File: src/rtl/ks10_status_monitor.sv
// KS10 status-line monitor: timestamps enabled level changes on the CPU status
// inputs and queues them in a show-ahead FIFO drained by valid/ready.
module ks10_status_monitor #(
  parameter int unsigned CHANNELS = 3,
  parameter int unsigned TSWIDTH  = 32,
  parameter int unsigned DEPTH    = 16,
  parameter int unsigned PRESCALE = 50
) (
  input  logic                      clk,
  input  logic                      rst,
  input  logic                      clken,
  input  logic [CHANNELS-1:0]       statIN,
  input  logic [CHANNELS-1:0]       evtMASK,
  input  logic                      dropCLR,
  input  logic                      evtREADY,
  output logic                      evtVALID,
  output logic [3:0]                evtCHAN,
  output logic                      evtLEVEL,
  output logic [TSWIDTH-1:0]        evtTIME,
  output logic [$clog2(DEPTH):0]    fifoCOUNT,
  output logic [7:0]                dropCOUNT,
  output logic [TSWIDTH-1:0]        timeNOW
);

  localparam int unsigned AW = $clog2(DEPTH);
  localparam int unsigned PW = (PRESCALE > 1) ? $clog2(PRESCALE) : 1;
  localparam int unsigned DW = 5 + TSWIDTH;

  logic [PW-1:0]      r_presc;
  logic [TSWIDTH-1:0] r_time;
  logic [CHANNELS-1:0] r_last, r_pvld, r_plvl;
  logic [TSWIDTH-1:0] r_ptime [CHANNELS];
  logic [7:0]         r_drop;
  logic [DW-1:0]      r_mem [DEPTH];
  logic [AW-1:0]      r_wp, r_rp;
  logic [AW:0]        r_count;

  logic [CHANNELS-1:0] w_edge, w_drain, w_drop;
  logic                w_sel_any, w_wlvl, w_push, w_pop, w_full;
  logic [3:0]          w_sel;
  logic [TSWIDTH-1:0]  w_wtime;
  logic [4:0]          w_ndrop;
  logic [8:0]          w_dsum;
  logic [DW-1:0]       w_head;

  // Timestamp base
  always_ff @(posedge clk) begin
    if (!rst) begin
      r_presc <= '0;
      r_time  <= '0;
    end else if (clken) begin
      if (r_presc == PW'(PRESCALE - 1)) begin
        r_presc <= '0;
        r_time  <= r_time + TSWIDTH'(1);
      end else begin
        r_presc <= r_presc + PW'(1);
      end
    end
  end

  assign w_edge   = (statIN ^ r_last) & evtMASK;
  assign evtVALID = (r_count != '0);
  assign w_full   = (r_count == (AW+1)'(DEPTH));
  assign w_pop    = evtVALID & evtREADY;
  assign w_push   = w_sel_any & (~w_full | w_pop);

  // Descending scan so the lowest-numbered valid entry wins
  always_comb begin
    w_sel_any = 1'b0;
    w_sel     = '0;
    w_wlvl    = 1'b0;
    w_wtime   = '0;
    for (int unsigned i = CHANNELS; i > 0; i--) begin
      if (r_pvld[i-1]) begin
        w_sel_any = 1'b1;
        w_sel     = 4'(i - 1);
        w_wlvl    = r_plvl[i-1];
        w_wtime   = r_ptime[i-1];
      end
    end
  end

  always_comb begin
    w_drain = '0;
    w_drop  = '0;
    w_ndrop = '0;
    for (int unsigned i = 0; i < CHANNELS; i++) begin
      w_drain[i] = w_push && (w_sel == 4'(i));
      w_drop[i]  = w_edge[i] & r_pvld[i] & ~w_drain[i];
      w_ndrop    = w_ndrop + 5'(w_drop[i]);
    end
    w_dsum = {1'b0, r_drop} + {4'b0, w_ndrop};
  end

  // An edge on a draining entry re-arms it with fresh time; otherwise it overwrites level only
  always_ff @(posedge clk) begin
    if (!rst) begin
      r_last <= '0;
      r_pvld <= '0;
      r_plvl <= '0;
      for (int unsigned i = 0; i < CHANNELS; i++) r_ptime[i] <= '0;
    end else begin
      r_last <= statIN;
      for (int unsigned i = 0; i < CHANNELS; i++) begin
        if (w_edge[i]) begin
          r_pvld[i] <= 1'b1;
          r_plvl[i] <= statIN[i];
          if (!r_pvld[i] || w_drain[i]) r_ptime[i] <= r_time;
        end else if (w_drain[i]) begin
          r_pvld[i] <= 1'b0;
        end
      end
    end
  end

  always_ff @(posedge clk) begin
    if (!rst)                r_drop <= '0;
    else if (dropCLR)        r_drop <= '0;
    else if (w_dsum > 9'd255) r_drop <= 8'hFF;
    else                     r_drop <= w_dsum[7:0];
  end

  always_ff @(posedge clk) begin
    if (w_push) r_mem[r_wp] <= {w_sel, w_wlvl, w_wtime};
  end

  always_ff @(posedge clk) begin
    if (!rst) begin
      r_wp    <= '0;
      r_rp    <= '0;
      r_count <= '0;
    end else begin
      if (w_push) r_wp <= r_wp + AW'(1);
      if (w_pop)  r_rp <= r_rp + AW'(1);
      if (w_push && !w_pop)      r_count <= r_count + (AW+1)'(1);
      else if (!w_push && w_pop) r_count <= r_count - (AW+1)'(1);
    end
  end

  // Head fields read zero while empty so reset values hold without clearing the array
  assign w_head    = r_mem[r_rp];
  assign evtCHAN   = evtVALID ? w_head[DW-1 -: 4] : '0;
  assign evtLEVEL  = evtVALID ? w_head[TSWIDTH] : 1'b0;
  assign evtTIME   = evtVALID ? w_head[TSWIDTH-1:0] : '0;
  assign fifoCOUNT = r_count;
  assign dropCOUNT = r_drop;
  assign timeNOW   = r_time;

endmodule

File: config.mk
export PLATFORM = sky130hd
export DESIGN_NAME = ks10_status_monitor
export DESIGN_NICKNAME = d
export VERILOG_FILES = /design/src/rtl/ks10_status_monitor.sv
export SDC_FILE = /design/constraint.sdc
export NUM_CORES = 1
export LEC_CHECK = 0
export BUFFER_PORTS_ARGS = -buffer_cell sky130_fd_sc_hd__buf_2
export CORE_MARGIN = 5
export CORE_UTILIZATION = 55
export CTS_BUF_LIST = sky130_fd_sc_hd__clkbuf_8
export DETAILED_ROUTE_END_ITERATION = 10
export PLACE_DENSITY = 0.72
export RECOVER_POWER = 100
export SYNTH_ARGS = -nofsm -noshare
export SYNTH_HDL_FRONTEND = slang
export SYNTH_SLANG_ARGS = --single-unit
File: constraint.sdc
create_clock -name clk -period 10.3 [get_ports clk]
set_input_delay 1.545 -clock clk [delete_from_list [all_inputs] [get_ports clk]]
set_output_delay 1.545 -clock clk [all_outputs]
set_load 0.05 [all_outputs]
-- After elaboration in Yosys (flattened, before gate mapping)
Memories as Yosys holds them, arrays and structs flattened. A register that Yosys moved wholly into a read port is not among the register bits.
Cells that the tools add are included.
- memory bits (writable): 688
- memories: 2
- output and inout port bits: 83
- logic and storage cells: 114
- register bits after elaboration: 68
- input port bits: 11
- memory list (memory ; depth ; bits a word ; rd ports ; clocked after Yosys merged registers in ; write ports ; line ; source):
    r_mem ; 16 ; 37 ; 1 ; 1 ; 1 ; 34 ; logic [DW-1:0] r_mem [DEPTH];
    r_ptime ; 3 ; 32 ; 3 ; 0 ; 3 ; 32 ; logic [TSWIDTH-1:0] r_ptime [CHANNELS];
- $add $sub $neg: 9
- $lt $le $gt $ge: 1
- reduce and logical (&&, ||, !) cells: 21
- eq/ne operators: 4
- bitwise operators: 19
- multiplexer cells: 45
- operators with widths (cell ; count):
    $mux W32 ; 7
    $add A32 B1 Y32 const B ; 1
    $mux W1 ; 28
    $mux W4 ; 5
    $mux W5 ; 2
    $add A8 B3 Y9 ; 1
    $gt A9 B8 Y1 const B ; 1
    $add A4 B1 Y4 const B ; 2
    $and A1 B1 Y1 ; 8
    $mux W8 ; 1
    $reduce_bool A2 Y1 ; 4
    $add A6 B1 Y6 const B ; 1
    $eq A6 B6 Y1 const B ; 1
    $mux W6 ; 1
    $add A5 B1 Y5 const B ; 1
    $eq A5 B5 Y1 const B ; 1
    $logic_and A1 B1 Y1 ; 5
    $logic_not A1 Y1 ; 5
    $not A1 Y1 ; 5
    $reduce_bool A5 Y1 ; 1
    $sub A5 B1 Y5 const B ; 1
    $eq A4 B1 Y1 const B ; 1
    $eq A4 B2 Y1 const B ; 1
    $logic_not A4 Y1 ; 1
    9 further kinds ; 14

-- Depth between registers and ports, before layout
Gate-level depths: netlist (run 1).
- word-level depth: 12
- depth in mapped cells: 11
- gate-level depth less buffers: 11

-- Least setup slack after synthesis (run 1)
No wires, ideal clock.
- path type: input -> register
- start: input port evtREADY
- end: memory r_mem[11][0] in the netlist's numbering, enable pin
- data arrival time: 4.593 ns
- path slack: 5.236 ns
- library setup time: 0.471 ns
- stages: 4
- path through: nor2b_1 a21oi_1 nand2_1 nor3_1
- cells in the longest elaborated chain, start to end: 5
- ends and longest elaborated chain (what ; line ; source):
    start: declaration ; 15 ; input logic evtREADY,
    $and A1 B1 Y1 ; 64 ; assign w_pop = evtVALID & evtREADY;
    $or A1 B1 Y1 ; 65 ; assign w_push = w_sel_any & (~w_full | w_pop);
    $and A1 B1 Y1 ; 65 ;
    via w_push ; 39 ; logic w_sel_any, w_wlvl, w_push, w_pop, w_full;
    $mux W1 ; 124 ; if (w_push) r_mem[r_wp] <= {w_sel, w_wlvl, w_wtime};
    $mux W1 (not written as such) ; 124 ;
    end: declaration ; 34 ;
The timed path passes the listed nets, and every way through them passes these cells.

-- Worst setup path after layout (run 1)
- start: register r_count[0], in the netlist fifoCOUNT[0]
- end: output port evtCHAN[0]
- cells in the longest elaborated chain, start to end: 2
- ends and longest elaborated chain (what ; line ; source):
    start: declaration ; 36 ; logic [AW:0] r_count;
    start signal: assignment ; 135 ; if (w_push && !w_pop) r_count <= r_count + (AW+1)'(1);
    start signal: assignment ; 136 ; else if (!w_push && w_pop) r_count <= r_count - (AW+1)'(1);
    $reduce_bool A5 Y1 ; 62 ; assign evtVALID = (r_count != '0);
    $mux W4 ; 142 ; assign evtCHAN = evtVALID ? w_head[DW-1 -: 4] : '0;
    end: declaration ; 17 ; output logic [3:0] evtCHAN,
No other way between the ends.

==> impl_results.md, run 1 <==
- Setup TNS: 0 ns
- Fmax: about 140 MHz
- Hold wc startpoint: r_plvl[0]$_SDFFE_PN0N_
- Slew headroom: -1.14
- Die Y: approximately 240 um
- Multi-input logic area: about 7100 um2
- Primary FF master, synth: edfxtp_1
- Clock latency on the worst-skew pair: around 0.67 ns
- Final worst path period need: a little over 7 ns
- Adder-cell share of the synthesized area: 0.00819
- Clock transition at path regs: roughly 0.06 ns
- Clock sink count: approximately 730
- Post-synth ARST share: 0
- First-pass GRT wire length: 90500 um
- CTS tree: yes
- FF-to-FF path depth: 6
- Worst hold path class: reg -> reg
- Antenna violations before repair: 1
- DRC violations left: 0
- Avg Synthesized Cell Area: approximately 18 um2
- Grt ovf: 0
- Largest net degree at the start of global routing: a little over 100
- Final period utilization: 0.703
- Reg2reg start: r_pvld[0]$_SDFFE_PN0P_
- Cells on Worst Hold Path: 2
- Maxcap violations: 22
- Storage cell area: between 20000 and 25000 um2
- Vias in the first global route: between 15000 and 20000
- Hold EP: r_plvl[0]$_SDFFE_PN0N_
- Area grow syn2layout: 10.5%
- Violated checks: capacitance limit, slew limit
- Die W: about 240 um
- Drt total wl: about 60000 um
- Hold buffers post-CTS: 0
- Setup bufs post-CTS: 0
- Post-Layout Cell Count: roughly 2500
- Crit path kind: reg -> out
- Number of flops mapped to enable cells by yosys: roughly 660
- P_leak: between 10 and 15 nW
- Nets: 1770
- FP Rows: 83
- Mapped cell area: 28700 um2
- Mux cell area share after synthesis: 0.139
- Final Slew Violations: between 800 and 900
- Die Footprint: 56900 um2
- Status: complete, but fails checks
- Reg-to-Reg End: r_mem[12][10]$_DFFE_PP_
- Flop-to-flop setup slack: around 3.9 ns
- Final hold violations: 0
- Synth area leaders: edfxtp_1 69%, mux4_2 11%, dfxtp_1 5.0%, mux2i_1 2.9%, a21oi_1 1.2%
- YS warnings: 0
- Top-Level Pins: 94
- IO buf count: between 90 and 100
- Unrepaired setup endpoints after global routing: no
- CP endpoint kind: primary output
- Placed Cells: between 2000 and 2500
- Final ANT Viol Nets: 0
- Core box area: ~52000 um2
- Peak supply drop: ~200 uV
- Vias per cell: 5.99
- Post-Synth XOR/XNOR Area: 0.00793
- Yosys top cell area share: 0.686
- CTS resizes: 0
- Via Count: roughly 15000
- RePlAce Congestion: 0.766
- Worst-Margin Slew: around 3.2 ns
- Layout cell share with drive strength beyond 1: 0.174
- Fillers: between 3000 and 4000
- Routed WL per cell: approximately 24 um
- CTS root buf: clkbuf_8
- Synth cell types: 57
- DPL Wire Length: just over 30000 um
- Final setup violation count: 0
- Post-synthesis sequential area ratio: 0.736
- Critical Path AT: approximately 5.7 ns
- Critical Path RT: roughly 8.8 ns
- Max H-tree Level: 3
- Post-Syn Instances: 1570
- Post-synthesis simple-gate area fraction: 0.0475
- Post-synthesis compound-gate area fraction: 0.0427
- Initial Util: 0.557
- Pwr dens: between 200 and 250 nW/um2
- Synth area leader: edfxtp_1
- Post-layout util: 0.616
- Drt first pass iters: 7
- Critical path fanouts, max: 35
- Initial drt markers: between 1500 and 2000
- Total GRT Usage: 0.208
- Clk_skew: 0.0179 ns
- Inserted Clock Buffers: around 110
- #FFs+latches synth: between 700 and 800
- Max clock buf depth: 3
- Crit path launch type: register
- Largest family of logic cells by synthesized area: multiplexers
state kept, by name, indices dropped and copies added, names as in the netlist, named ones only:
| signal | count |
|---|---|
| dropCOUNT | 8 |
| fifoCOUNT | 5 |
| r_last | 3 |
| r_mem | 560 |
| r_plvl | 3 |
| r_presc | 6 |
| r_ptime | 96 |
| r_pvld | 3 |
| r_rp | 4 |
| r_wp | 4 |
| timeNOW | 32 |
how the worst max path moves through the flow:
stage / cells after the start / end / from / slack, ns
after floorplan: 4 / r_mem[11][0]$_DFFE_PP_ / evtREADY / 5.24
after global placement: 5 / evtTIME[14] / register / 5.51
after detailed placement: 5 / evtTIME[16] / register / 5.51
after CTS: 5 / evtTIME[14] / register / 4.75
after global routing: 6 / evtCHAN[0] / fifoCOUNT[0]$_SDFFE_PN0P_ / 2.86
final: 6 / evtCHAN[0] / fifoCOUNT[0]$_SDFFE_PN0P_ / 3.06
power by group:
| part | internal (mW) | switching, mW | total [mW] | leakage (nW) |
|---|---|---|---|---|
| logic | 0.609 | 1.08 | 1.69 | 2.08 |
| clock network | 1.07 | 1.03 | 2.09 | 1.13 |
| registers | 3.34 | 0.118 | 3.46 | 6.80 |
cells in the mapped netlist (16+ instances only):
library cell and count:
clkbuf_1 38, dfxtp_1 72, buf_1 22, a21oi_1 68
inv_1 19, nand3_1 20, nor2_1 34, mux2i_1 83
mux4_2 140, o22ai_1 35, a22oi_1 32, xor2_1 16
edfxtp_1 656, buf_2 24, nand2_1 88, o21ai_0 41
cell usage in the layout, fill, tap and decap left out, types with 16 or more instances in the layout:
cell type / netlist / final
a21oi_1: 68 / 68
a22oi_1: 32 / 32
clkbuf_1: 38 / 136
clkbuf_8: 4 / 113
clkinv_1: 0 / 28
dfxtp_1: 72 / 68
edfxtp_1: 656 / 656
inv_1: 19 / 55
mux2i_1: 83 / 83
mux4_2: 140 / 140
nand2_1: 88 / 87
nand3_1: 20 / 20
nor2_1: 34 / 34
o21ai_0: 41 / 41
o22ai_1: 35 / 35
xor2_1: 16 / 16
per-stage QoR:
step | power, mW | instance area, um2 | setup slack [ns] | hold WS (ns)
after CTS | 7.36 | 32100 | 4.75 | 0.476
final | 7.24 | 31700 | 3.06 | 0.482
after global placement | 5.25 | 30100 | 5.51 | 0.459
after detailed placement | 5.28 | 30100 | 5.51 | 0.466
after global routing | 7.57 | 31700 | 2.86 | 0.522
after floorplan | 4.84 | 28700 | 5.24 | 0.444
critical path, stage by stage (launching register included):
cell	delay [ns]
dfxtp_1	0.38
nor4_1	1.14
nand2b_1	0.32
nand2b_2	0.14
clkbuf_1	1.96
o22ai_1	0.63
clkbuf_1	0.43
metal layers:
layer | vias up | track usage | part of all wire
li1 | 6687 | - | -
met1 | 7719 | 0.293 | 0.42
met2 | 555 | 0.351 | 0.50
met3 | 66 | 0.0302 | 0.067
met4 | 0 | 0.0536 | 0.014
met5 | - | 0 | 0
logic make-up (layout without fill, tap and decap cells):
group,after synthesis,after routing
AO/OA/AOI/OAI,204,204
XOR/XNOR,26,26
buffers and inverters,113,369
AND/OR/NAND/NOR,258,258
flip-flops,728,728
adder cells (fa/ha/maj),17,17
other,1,3
multiplexers,223,223
area by class of cell:
| class | count | area share |
|---|---|---|
| diodes | 1 | 0.0000789 |
| clock buffers | 113 | 0.0490 |
| clock inverters | 83 | 0.0127 |
| inverters | 19 | 0.00225 |
| multi-input cells | 730 | 0.223 |
| flip-flops and latches | 728 | 0.667 |
| well taps | 680 | 0.0268 |
| repair buffers | 154 | 0.0198 |
Power figures use the tool's default switching activity.
==> inputs of run 2 (changes only) <==
PLACE_DENSITY = 0.75   (was 0.72)
clock period = 6.35 ns   (was 10.3 ns; I/O delays follow)
==> run 2 against run 1 <==
Net effect:
- clock-buffer cell count up 1
- first-iteration DRC count down 5.1%
- final area up 0.36%
- highest routed layer unchanged
- the run still ends with capacitance limit, slew limit left
- combinational power up 63%
==> impl_results.md, run 2 (same netlist as run 1, synthesis figures left out) <==
- Status: complete, but fails checks
- Violated checks: capacitance limit, slew limit
- Critical Path AT: roughly 4.4 ns
- Biggest register: r_mem
- Core box area: between 50000 and 60000 um2
- Final ANT Viol Nets: 0
- Nets: 1774
- CTS tree: yes
- Final hold violations: 0
- Final setup violation count: 0
- Drt first pass iters: 5
- RePlAce Congestion: 0.769
- Hold wc startpoint: r_plvl[0]$_SDFFE_PN0N_
- Final period utilization: 0.840
- Clock transition at path regs: about 0.06 ns
- Die W: about 240 um
- DRC violations left: 0
- Setup TNS: 0 ns
- Die Footprint: between 50000 and 60000 um2
- Pre-CTS setup slack: ~2.3 ns
- FP Rows: between 80 and 90
- P_leak: ~10 nW
- Fillers: roughly 3700
- Pwr dens: 374 nW/um2
- Clock latency on the worst-skew pair: around 0.7 ns
- Top-Level Pins: 94
- Die Y: between 200 and 250 um
- Commonest non-fill, non-tap cell in the layout: edfxtp_1
- Worst hold path class: reg -> reg
- CTS resizes: 0
- Reg2reg start: fifoCOUNT[0]$_SDFFE_PN0P_
- Grt ovf: 0
- Crit path launch: fifoCOUNT[0]$_SDFFE_PN0P_
- Max FFs per register: 560
- Antenna violations before repair: 0
- Maxcap violations: 24
- IO buf count: 91
- Hold buffers post-CTS: 0
- Crit path kind: reg -> out
- Area grow syn2layout: 10.9%
- Final Slew Violations: 874
- Largest net degree at the start of global routing: 75
- First-pass GRT wire length: 89800 um
- Max clock buf depth: 3
- Fmax: 187 MHz
- Crit path launch type: register
- Inserted Clock Buffers: approximately 110
- Setup bufs post-CTS: 0
- Setup WS post-layout: roughly 1 ns
- Vias per cell: 5.94
- Via Count: ~15000
- Max H-tree Level: 3
- Initial drt markers: 1524
- Clk_skew: 0.0266 ns
- Final worst path period need: about 5.3 ns
- Routed WL per cell: 23.5 um
- Critical path fanouts, max: 35
- Clock sink count: roughly 730
- Vias in the first global route: approximately 15000
- DPL Wire Length: 31800 um
- CP endpoint kind: primary output
- Drt total wl: just under 60000 um
- Slew headroom: -1.10
- Worst-Margin Slew: around 3.1 ns
- Peak supply drop: ~240 uV
- Unrepaired setup endpoints after global routing: no
- Initial Util: 0.557
- CTS root buf: clkbuf_8
- Layout cell share with drive strength beyond 1: 0.178
- Total GRT Usage: 0.208
- Critical Path RT: 5.40 ns
- Commonest non-fill, non-tap cells in the layout: 656 x edfxtp_1, 140 x mux4_2, 134 x clkbuf_1, 114 x clkbuf_8, 87 x nand2_1
[run 2: cell count changes in the layout (fill, tap and decap cells not counted), moves of 2 or more]
cell      previous run  this run
clkinv_2            11        14
clkbuf_1           136       134
clkinv_1            28        42
inv_1               55        46
nor3_2               1         3
buf_4                5         8
[run 2: path summary, 6_finish.rpt]
check / depth (start not counted) / slack (ns) / endpoint
worst max register to register: 5 / 1.38 / r_mem[14][5]$_DFFE_PP_
worst min-delay path: 2 / 0.48 / r_plvl[0]$_SDFFE_PN0N_
worst max-delay path: 6 / 1.01 / evtCHAN[0]
worst min register to register: 2 / 0.48 / r_plvl[0]$_SDFFE_PN0N_
[run 2: worst max-delay path, stage by stage, from the launching register on]
cell	delay, ns
dfxtp_1	0.38
nor4_1	1.08
nand2b_1	0.31
nand2b_2	0.15
clkbuf_2	0.95
o22ai_1	0.42
clkbuf_1	0.39
[run 2: cell type report]
type / count / area [um2] / area share
multi-input cells: 730 / 7060 / 0.222
inverters: 19 / 71.3 / 0.00224
clock buffers: 114 / 1570 / 0.0493
clock inverters: 93 / 487 / 0.0153
flip-flops and latches: 728 / 21200 / 0.664
well taps: 680 / 851 / 0.0267
repair buffers: 156 / 648 / 0.0204
diodes: 1 / 2.50 / 0.0000786
[run 2: metal layers]
layer | vias to the layer above | wire [um] | global-route usage | part of all wire
met5 | - | 0 | 0 | 0
met4 | 0 | 1000 | 0.0537 | 0.017
met3 | 93 | 3930 | 0.0362 | 0.066
met2 | 518 | 30100 | 0.350 | 0.51
met1 | 7679 | 24300 | 0.286 | 0.41
li1 | 6692 | - | - | -
[run 2: through the flow]
stage | power [mW] | hold WS (ns) | instances | cell area [um2] | util
after floorplan | 7.85 | 0.444 | 1571 | 28700 | -
after global placement | 8.53 | 0.457 | 2313 | 30100 | 0.585
after detailed placement | 8.58 | 0.470 | 2313 | 30100 | 0.585
after CTS | 12.1 | 0.480 | 2520 | 32200 | 0.625
after global routing | 12.4 | 0.495 | 2520 | 31800 | 0.618
final | 11.9 | 0.484 | 2521 | 31800 | 0.618
[run 2: power breakdown]
group / switching [mW] / internal [mW]
Combinational: 1.76 / 0.990
Sequential: 0.198 / 5.42
Clock: 1.74 / 1.80
Total: 3.70 / 8.21
